## src/rtl/serial_add_pkg.sv

```systemverilog
// -----------------------------------------------------------------------------
// serial_add_pkg
// Shared definitions for the bit-serial adder sequencer:
//   state_e : controller state encoding (IDLE, SHIFT, DONE)
//   cnt_w() : bit-counter width for a given operand width (minimum 1 bit)
// -----------------------------------------------------------------------------
package serial_add_pkg;

  typedef enum logic [1:0] {
    IDLE  = 2'd0,
    SHIFT = 2'd1,
    DONE  = 2'd2
  } state_e;

  // $clog2 returns 0 for widths 1..1, so clamp to a single counter bit.
  function automatic int cnt_w(input int width);
    int w;
    w = $clog2(width);
    if (w < 1) begin
      w = 1;
    end else begin
      w = w;
    end
    return w;
  endfunction

endpackage

```

## src/rtl/serial_add_ctrl_fa1.sv

```systemverilog
// -----------------------------------------------------------------------------
// fa1
// Combinational 1-bit full adder cell.
//   a, b : operand bits
//   ci   : carry in
//   s    : sum bit   (a ^ b ^ ci)
//   co   : carry out (majority of a, b, ci)
// -----------------------------------------------------------------------------
module fa1 (
  input  logic a,
  input  logic b,
  input  logic ci,
  output logic s,
  output logic co
);

  assign s  = a ^ b ^ ci;
  assign co = (a & b) | (a & ci) | (b & ci);

endmodule

```

## src/rtl/serial_add_ctrl.sv

```systemverilog
// -----------------------------------------------------------------------------
// serial_add_ctrl
// Bit-serial adder: feeds two WIDTH-bit operands LSB-first through a single
// fa1 cell, one bit per clock, and reports the assembled sum with a done pulse.
//   clk, rst : clock, asynchronous active-high reset
//   start    : begin an addition (only looked at in IDLE)
//   a_in     : operand A, captured on the accepting edge
//   b_in     : operand B, captured on the accepting edge
//   ci_in    : carry in, captured on the accepting edge
//   busy     : high while not IDLE
//   done     : one-cycle pulse when sum_out/co_out become valid
//   sum_out  : result, held until the next completion
//   co_out   : carry out of the MSB, held with sum_out
// -----------------------------------------------------------------------------
module serial_add_ctrl
  import serial_add_pkg::*;
#(
  parameter int WIDTH = 8
) (
  input  logic             clk,
  input  logic             rst,
  input  logic             start,
  input  logic [WIDTH-1:0] a_in,
  input  logic [WIDTH-1:0] b_in,
  input  logic             ci_in,
  output logic             busy,
  output logic             done,
  output logic [WIDTH-1:0] sum_out,
  output logic             co_out
);

  localparam int             CNT_W = cnt_w(WIDTH);
  localparam logic [CNT_W-1:0] LAST_CNT = CNT_W'(WIDTH - 1);

  state_e           state_q, state_d;
  logic [CNT_W-1:0] cnt_q, cnt_d;
  logic [WIDTH-1:0] a_sh_q, a_sh_d;
  logic [WIDTH-1:0] b_sh_q, b_sh_d;
  logic [WIDTH-1:0] sum_sh_q, sum_sh_d;
  logic             carry_q, carry_d;
  logic             busy_q, busy_d;
  logic             done_q, done_d;
  logic [WIDTH-1:0] sum_out_q, sum_out_d;
  logic             co_out_q, co_out_d;

  logic             fa_sum;
  logic             fa_carry;
  logic [WIDTH-1:0] sum_next;

  fa1 u_fa1 (
    .a  (a_sh_q[0]),
    .b  (b_sh_q[0]),
    .ci (carry_q),
    .s  (fa_sum),
    .co (fa_carry)
  );

  // Right shift with the new sum bit entering at the MSB; written with shifts
  // so it stays legal for WIDTH=1.
  assign sum_next = (sum_sh_q >> 1) | (WIDTH'(fa_sum) << (WIDTH - 1));

  // Next-state and datapath update for the sequencer.
  always_comb begin
    state_d   = state_q;
    cnt_d     = cnt_q;
    a_sh_d    = a_sh_q;
    b_sh_d    = b_sh_q;
    sum_sh_d  = sum_sh_q;
    carry_d   = carry_q;
    sum_out_d = sum_out_q;
    co_out_d  = co_out_q;
    done_d    = 1'b0;
    busy_d    = 1'b0;

    case (state_q)
      IDLE: begin
        if (start) begin
          a_sh_d   = a_in;
          b_sh_d   = b_in;
          carry_d  = ci_in;
          sum_sh_d = '0;
          cnt_d    = '0;
          state_d  = SHIFT;
          busy_d   = 1'b1;
        end else begin
          busy_d   = 1'b0;
        end
      end
      SHIFT: begin
        a_sh_d   = a_sh_q >> 1;
        b_sh_d   = b_sh_q >> 1;
        sum_sh_d = sum_next;
        carry_d  = fa_carry;
        busy_d   = 1'b1;
        if (cnt_q == LAST_CNT) begin
          // Final bit: publish the result on this same edge.
          cnt_d     = '0;
          state_d   = DONE;
          done_d    = 1'b1;
          sum_out_d = sum_next;
          co_out_d  = fa_carry;
        end else begin
          cnt_d     = cnt_q + CNT_W'(1);
        end
      end
      DONE: begin
        // start is ignored here; the next request is seen back in IDLE.
        state_d = IDLE;
        busy_d  = 1'b0;
      end
      default: begin
        state_d = IDLE;
        busy_d  = 1'b0;
      end
    endcase
  end

  // State, datapath and output registers; reset discards any partial result.
  always_ff @(posedge clk or posedge rst) begin
    if (rst) begin
      state_q   <= IDLE;
      cnt_q     <= '0;
      a_sh_q    <= '0;
      b_sh_q    <= '0;
      sum_sh_q  <= '0;
      carry_q   <= 1'b0;
      busy_q    <= 1'b0;
      done_q    <= 1'b0;
      sum_out_q <= '0;
      co_out_q  <= 1'b0;
    end else begin
      state_q   <= state_d;
      cnt_q     <= cnt_d;
      a_sh_q    <= a_sh_d;
      b_sh_q    <= b_sh_d;
      sum_sh_q  <= sum_sh_d;
      carry_q   <= carry_d;
      busy_q    <= busy_d;
      done_q    <= done_d;
      sum_out_q <= sum_out_d;
      co_out_q  <= co_out_d;
    end
  end

  assign busy    = busy_q;
  assign done    = done_q;
  assign sum_out = sum_out_q;
  assign co_out  = co_out_q;

endmodule
```

## config.mk

```make
export PLATFORM = sky130hd
export DESIGN_NAME = serial_add_ctrl
export DESIGN_NICKNAME = d
export VERILOG_FILES = /design/src/rtl/serial_add_pkg.sv /design/src/rtl/serial_add_ctrl_fa1.sv /design/src/rtl/serial_add_ctrl.sv
export SDC_FILE = /design/constraint.sdc
export NUM_CORES = 1
export LEC_CHECK = 0
export CAP_MARGIN = 10
export CORE_MARGIN = 5
export CORE_UTILIZATION = 61
export DETAILED_ROUTE_END_ITERATION = 8
export DONT_BUFFER_PORTS = 1
export GPL_TIMING_DRIVEN = 0
export HOLD_SLACK_MARGIN = 0.12
export PLACE_DENSITY = 0.81
export SYNTH_ARGS = -nofsm -noshare
export SYNTH_HDL_FRONTEND = slang
export SYNTH_SLANG_ARGS = --single-unit
```

## constraint.sdc

```tcl
create_clock -name clk -period 2.1 [get_ports clk]
set_clock_uncertainty 0.1 [all_clocks]
set_input_delay 0.525 -clock clk [delete_from_list [all_inputs] [get_ports clk]]
set_output_delay 0.525 -clock clk [all_outputs]
set_load 0.03 [all_outputs]
```

# After elaboration in Yosys (flattened, before gate mapping)
# Cells that the tools add are included.
word_totals:
  ff_bits: 41
  inputBits: 20
  word_cells: 46
op_classes:
  n_addsub: 1
  n_eq_ne: 4
  muxes: 18
  bitwise_logic: 8
  reduce_logical: 5
ops:
  columns: ["cell", "count"]
  rows:
  - ["case mux 8 bit (2 select lines)", 3]
  - ["two-way mux 8 bit", 3]
  - ["bitwise OR 7 x 8 -> 8 bit", 1]
  - ["two-way mux 3 bit", 2]
  - ["case mux 3 bit (2 select lines)", 1]
  - ["AND reduction 2 bit", 3]
  - ["two-way mux 1 bit", 4]
  - ["two-way mux 2 bit", 2]
  - ["inequality test 2 bit, second input constant", 2]
  - ["case mux 1 bit (2 select lines)", 2]
  - ["case mux 2 bit (2 select lines)", 1]
  - ["adder 3 x 1 -> 3 bit, second input constant", 1]
  - ["AND 1 bit", 3]
  - ["equality test 3 bit, second input constant", 1]
  - ["equality test 2 x 1 -> 1 bit, second input constant", 1]
  - ["zero test 2 bit", 1]
  - ["bitwise OR 1 bit", 2]
  - ["nonzero test 2 bit", 1]
  - ["bitwise XOR 1 bit", 2]

# Depth between registers and ports, before layout
# Gate-level depths: netlist of the first run.
logic_depth:
  depth_word: 4
  ltp_mapped: 5

# Hierarchy
# A second synthesis of the first run with hierarchy kept.
unflattened:
  hier_cells: 155
  hier_area_um2: 1934.4
modules_own_cells:
  columns: ["module", "n_inst", "cells_each", "area_each_um2", "seq_area_each_um2"]
  rows:
  - ["serial_add_ctrl", 1, 154, 1914.3, 1001.0]
  - ["fa1", 1, 1, 20.0, 0.0]

# Worst setup path after synthesis of the first run
# No wires, ideal clock.
synth_path:
  path_kind: "register to register"
  from: "register cnt_q[0]"
  to: "register co_out_q (netlist: co_out)"
  arrival_ns: 1.234
  t_required_ns: 1.875
  path_slack_ns: 0.642
  path_stages_with_launch: 6
  n_path_buf: 0
  period_less_slack_ns: 1.458
  cell_sequence: "dfrtp_1 > ha_1 > ha_1 > nand2_8 > inv_2 > mux2_2"
synth_between:
  elab_chain_len: 2
synth_rtl:
  columns: ["item", "line", "rtl"]
  rows:
  - ["start, declared", "serial_add_ctrl.sv:36", "logic [CNT_W-1:0] cnt_q, cnt_d;"]
  - ["start signal, assigned", "serial_add_ctrl.sv:133", "cnt_q <= cnt_d;"]
  - ["equality test 3 bit", "serial_add_ctrl.sv:95", "if (cnt_q == LAST_CNT) begin"]
  - ["AND reduction 2 bit (no line)", null, null]
  - ["end signal, assigned", "serial_add_ctrl.sv:141", "co_out_q <= co_out_d;"]
  - ["end, declared", "serial_add_ctrl.sv:44", "logic co_out_q, co_out_d;"]
# Every way passes these cells.
# A chain may end at the register's enable or synchronous reset.

# Worst setup path after layout of the first run
layout_path:
  from: "register cnt_q[0]"
  to: "register sum_out_q[7] (netlist: sum_out[7])"
layout_between:
  elab_chain_len: 2
layout_rtl:
  columns: ["item", "line", "rtl"]
  rows:
  - ["equality test 3 bit", "serial_add_ctrl.sv:95", null]
  - ["AND reduction 2 bit (no line)", null, null]
  - ["end signal, assigned", "serial_add_ctrl.sv:140", "sum_out_q <= sum_out_d;"]
  - ["end, declared", "serial_add_ctrl.sv:43", "logic [WIDTH-1:0] sum_out_q, sum_out_d;"]
# Every way passes these cells.

==> impl_metrics.tcl, run 1 <==
set metrics [dict create \
    tns_ps 0 \
    synth-simple-area-share 0.0854 \
    critPathMaxFanout 9 \
    start_util 0.632 \
    dp_hpwl_um 2290 \
    synth_fa_ha_area_frac 0.0260 \
    grt_pass1_vias 1122 \
    grt_first_pass_wirelength_um 5200 \
    rows 19 \
    wire_per_inst_um 17.1 \
    syn2layout_area_growth_pct 8.83 \
    busiest_layer "met2" \
    fin_cells 179 \
    drtIter0Drc 56 \
    synth_ff_type "dfrtp_1" \
    fmax_ghz 0.634 \
    numCtsBuffers 5 \
    netlist_top_cells_area "dfrtp_1, mux2_4, o22ai_1" \
    die_h_um 63.2 \
    synth_nets 161 \
    cp-start-kind "register" \
    fp.dieW_um 63.2 \
    drive_gt1_frac 0.223 \
    min_period_ps 1580 \
    track_usage 0.164 \
    worstPathCellList "ha_1 > ha_1 > nand2_8 > inv_2 > mux2_2" \
    port_buffers 0 \
    ir_worst_vdd_uv 1230 \
    worstMarginPinSlew_ps 764 \
    worst_hold_path_type "primary input to register" \
    ios 31 \
    synth-xor-area-share 0 \
    insertedDiodeCount 0 \
    core_area_mm2 0.00273 \
    synthCells 138 \
    synth_top_area_share 0.579 \
    ant_nets 0 \
    yosysWarnings 0 \
    powerDensity_mw_per_mm2 1580 \
    pre_cts_slack_ps 534 \
    synth-edff-count 0 \
    place_inst 170 \
    nets 170 \
    ys_types 32 \
    path_class "register to register" \
    clockBufferDepth 2 \
    r2r_slack_ps 520 \
    setup.worst_path.end_class "register" \
    drtPass1Iterations 4 \
    vias 1123 \
    root_buffer "clkbuf_4" \
    place.gp.congestion 0.838 \
    grt_util_met2 0.242 \
    clock_latency_ps 340 \
    drv_slew 0 \
    arrival_ps 1710 \
    synth_top_family_by_area "compound AO/OA/AOI/OAI gates" \
    maxCapViolCount 0 \
    cts.sinks 40 \
    worstPathRequired_ps 2230 \
    rsz0062_at_grt "false" \
    finalHoldViolations 0 \
    slowest_stage "dfrtp_1" \
    status "complete, no violations" \
    htree_num_levels 2 \
    yosysSeqAreaShare 0.579 \
    fin_crit_sh 0.751 \
    drc 0 \
    totalWireLength_um 3070 \
    slew_headroom 0.490 \
    muxShareOfSynthArea 0.0803 \
    p_total_mw 2.98 \
    setup_viol 0 \
    dieArea_mm2 0.00400 \
    setup_ws_ps 523 \
    grt.met3_usage 0.0746 \
    antenna_found_initial 0 \
    cts_tree "done" \
    async_flop_share 1.00 \
    cts_setup_buffers 0 \
    grt_overflow_total 0 \
    avgViaCountPerCell 6.27 \
    synth_compound_area_frac 0.179 \
    path_clk_slew_ps 110 \
    yosys.area.top_type "dfrtp_1" \
    grt_max_degree 24 \
    met1_usage 0.214 \
    syn-cell-area_mm2 0.00173 \
    ys_ff_latch 40 \
    power_leakage_nw 0.871 \
    post_synth.cell_area_avg_um2 12.5 \
    cpMostUsedCell "ha_1" \
    max_stage_delay_ps 380 \
    fill_cells 188 \
]
==> layer usage <==
metal	vias up	share of wire
met5	-	0
met4	0	0.017
met2	37	0.48
met3	7	0.087
li1	525	-
met1	554	0.41
==> synthesized netlist by cell type, drive strengths merged, types with 2 or more instances <==
library cell  instances
buf                   7
nand2b                4
nor2                  9
nor2b                 2
nand2                 2
o21ai                 4
inv                   8
ha                    2
o22ai                15
a22o                  9
dfrtp                40
mux2                 10
o22a                  2
a21oi                15
nor3b                 2
==> state kept, by name (all words and copies together) (netlist names) <==
name and count:
a_sh_q 8, b_sh_q 8, sum_out 8, sum_sh_q 7
cnt_q 3, state_q 2, busy 1, carry_q 1
co_out 1, done 1
==> cells by family (layout without fill, tap and decap cells) <==
logic type | Yosys count | after routing
flip-flops | 40 | 40
buffers and inverters | 16 | 26
AND/OR/NAND/NOR | 22 | 22
adder cells (fa/ha/maj) | 3 | 3
AO/OA/AOI/OAI | 47 | 47
multiplexers | 10 | 10
==> placed cells by master, fill, tap and decap left out, drive strengths merged, types with 2 or more instances in the layout <==
master   n
nor2b    2
nand2    2
mux2    10
nand2b   4
dfrtp   40
a21oi   15
ha       2
nor2     9
inv      8
clkbuf   7
nor3b    2
buf      8
o22ai   15
o22a     2
o21ai    4
a22o     9
==> stage by stage <==
| stage | hold WS, ps | utilization | instance area [um^2] |
|---|---|---|---|
| after floorplan | 366 | - | 1730 |
| after global placement | 384 | 0.647 | 1770 |
| after detailed placement | 388 | 0.657 | 1800 |
| after CTS | 198 | 0.688 | 1880 |
| after global routing | 199 | 0.688 | 1880 |
| final | 209 | 0.688 | 1880 |
==> worst max-delay path, delay by kind of cell (launching register included) <==
family	cells	cell delay [ps]
fa+ha+maj	2	440
buf+inv	1	90
flops	1	380
mux	1	320
simple gates	1	130
==> repair_timing <==
item	in CTS	in global routing
hold buffers	1	0
endpoints found under the hold margin	17	0
resized for setup	0	0
endpoints found under the setup margin	0	0
==> worst paths after layout <==
kind	to	from	cells after the start
max	sum_out[7]	cnt_q[0]	5
min	a_sh_q[7]	a_in[7]	2
max reg2reg	sum_out[7]	cnt_q[0]	5
min reg2reg	b_sh_q[7]	b_sh_q[7]	1
max in group asynchronous	sum_sh_q[5]	rst	3
min in group asynchronous	b_sh_q[2]	rst	2
==> power breakdown <==
group / switching (mW) / total, mW / internal (mW)
registers: 0.405 / 1.51 / 1.11
logic: 0.464 / 0.986 / 0.522
clock network: 0.235 / 0.484 / 0.250
==> final cells by class <==
type                       instances  area (um^2)  share of cell area
sequential                        40         1000               0.532
multi-input combinational         82          642               0.341
buffer                             8         56.3              0.0299
clock buffer                       6         41.3              0.0219
tap                               31         38.8              0.0206
timing repair buffer               2         37.5              0.0199
clock inverter                     2         35.0              0.0186
inverter                           8         30.0              0.0160
(Power assumes the default switching activity.)
==> run 2, diff against run 1 <==
Clock period 2.1 ns to 1.6 ns, I/O delays scaled along.
==> run 2 against run 1 <==
  * Die area unchanged
  * Global-route usage about the same
  * Fmax up 4.7%
  * Non-clock buffer count up 2
  * Sequential share of layout area down 0.63 points
  * Utilization up 0.82 points
  * First-iteration DRC count down 7.1%
  * Clock-buffer cell count unchanged
  * Wire length up 0.85%
  * Via count up 1.3%
  * Cell count up 1.1%
  * Flip-flop and latch count unchanged
  * Critical path type unchanged
==> impl_metrics.tcl, run 2 (synthesis results as in run 1) <==
set metrics [dict create \
    vias 1138 \
    totalWireLength_um 3090 \
    root_buffer "clkbuf_4" \
    core_area_mm2 0.00273 \
    finalHoldViolations 0 \
    cts.sinks 40 \
    cp-start-kind "register" \
    fin_crit_sh 0.942 \
    power_leakage_nw 0.877 \
    fin_cells 181 \
    cts_tree "done" \
    path_clk_slew_ps 110 \
    setup.worst_path.end_class "register" \
    final_area_mm2 0.00190 \
    worstPathRequired_ps 1730 \
    pre_cts_slack_ps 33.5 \
    post-route-util 0.697 \
    slew_headroom 0.491 \
    rows 19 \
    slowest_stage "dfrtp_1" \
    start_util 0.632 \
    arrival_ps 1640 \
    hp-start "b_in[6]" \
    timing.rr.start "cnt_q[0]" \
    met1_usage 0.213 \
    r2r_slack_ps 90 \
    status "complete, no violations" \
    grt_util_met2 0.246 \
    layout_commonest_cell "dfrtp_1" \
    htree_num_levels 2 \
    grt_overflow_total 0 \
    min_period_ps 1510 \
    maxCapViolCount 0 \
    fp.dieW_um 63.2 \
    busiest_layer "met2" \
    ir_worst_vdd_uv 1620 \
    setup_ws_ps 93.2 \
    drtPass1Iterations 5 \
    ios 31 \
    clock_latency_ps 350 \
    critPathMaxFanout 9 \
    rsz0062_at_grt "false" \
    avgViaCountPerCell 6.29 \
    dieArea_mm2 0.00400 \
    holdPathEnd "b_sh_q[6]" \
    port_buffers 0 \
    tns_ps 0 \
    syn2layout_area_growth_pct 10.1 \
    fill_cells 184 \
    nets 172 \
    grt.met3_usage 0.0728 \
    fmax_ghz 0.664 \
    path_class "register to register" \
    placed_area_mm2 0.00180 \
    worst_hold_path_type "primary input to register" \
    place.gp.congestion 0.838 \
    drtIter0Drc 52 \
    die_h_um 63.2 \
    clockBufferDepth 2 \
    grt_first_pass_wirelength_um 5220 \
    setup_viol 0 \
    grt_max_degree 24 \
    track_usage 0.164 \
    ant_nets 0 \
    antenna_found_initial 0 \
    max_stage_delay_ps 370 \
    most-common-layout-cells "dfrtp_1, o22ai_1, a21oi_1" \
    seqCellArea_mm2 0.00100 \
    worstPathCellList "ha_1 > ha_2 > nand2_8 > inv_2 > mux2_2" \
    hold-worst-slack_ps 146 \
    reg2reg_to "sum_out[7]" \
    cts_setup_buffers 0 \
    numCtsBuffers 5 \
    grt_pass1_vias 1137 \
    powerDensity_mw_per_mm2 2060 \
    r2r_cells 5 \
    drc 0 \
    insertedDiodeCount 0 \
    drv_slew 0 \
    dp_hpwl_um 2290 \
    worstMarginPinSlew_ps 763 \
    multiInputGateArea_um2 644 \
    place_inst 170 \
    drive_gt1_frac 0.227 \
    min_delay_path_depth 2 \
    wire_per_inst_um 17.1 \
    p_total_mw 3.93 \
]
run 2: cell types whose count changed in the layout (fill, tap and decap cells not counted):
cell and change:
dlygate4sd3_1 +2, ha_2 +1, ha_1 -1
run 2: critical path: cells and delay by family, from the launching register on:
kind	cells	cell delay, ps
simple gates	1	110
flops	1	370
buf+inv	1	80
fa+ha+maj	2	410
mux	1	320
run 2: timing repair:
item / 4_1_cts / 5_1_grt
gates resized for setup: 0 / 1
endpoints found under the setup margin: 0 / 2
hold buffers: 3 / 0
endpoints found under the hold margin: 19 / 0
run 2: power by group:
part           internal [mW]  leakage, nW  switching (mW)
sequential              1.45        0.483           0.533
combinational          0.691        0.352           0.616
clock                  0.327       0.0422           0.308
total                   2.47        0.877            1.46
run 2: worst max-delay path by stage:
stage / depth (start not counted) / from / endpoint / slack (ps)
after floorplan: 5 / cnt_q[0] / co_out / 140
after global placement: 1 / rst / a_sh_q[3] / -130
after detailed placement: 5 / cnt_q[0] / sum_out[7] / 30
after CTS: 5 / cnt_q[0] / sum_out[7] / 6
after global routing: 5 / cnt_q[0] / co_out / 30
final: 5 / cnt_q[0] / sum_out[7] / 90
run 2: final cells by class:
type | count | area share
Clock buffer | 6 | 0.0217
Tap cell | 31 | 0.0204
Multi-Input combinational cell | 82 | 0.338
Inverter | 8 | 0.0158
Buffer | 8 | 0.0296
Timing Repair Buffer | 4 | 0.0302
Clock inverter | 2 | 0.0184
Sequential cell | 40 | 0.526
run 2: metal layers:
layer	vias up	wire length (um)
met2	37	1460
met1	560	1320
li1	532	-
met4	0	58
met3	9	256
met5	-	0
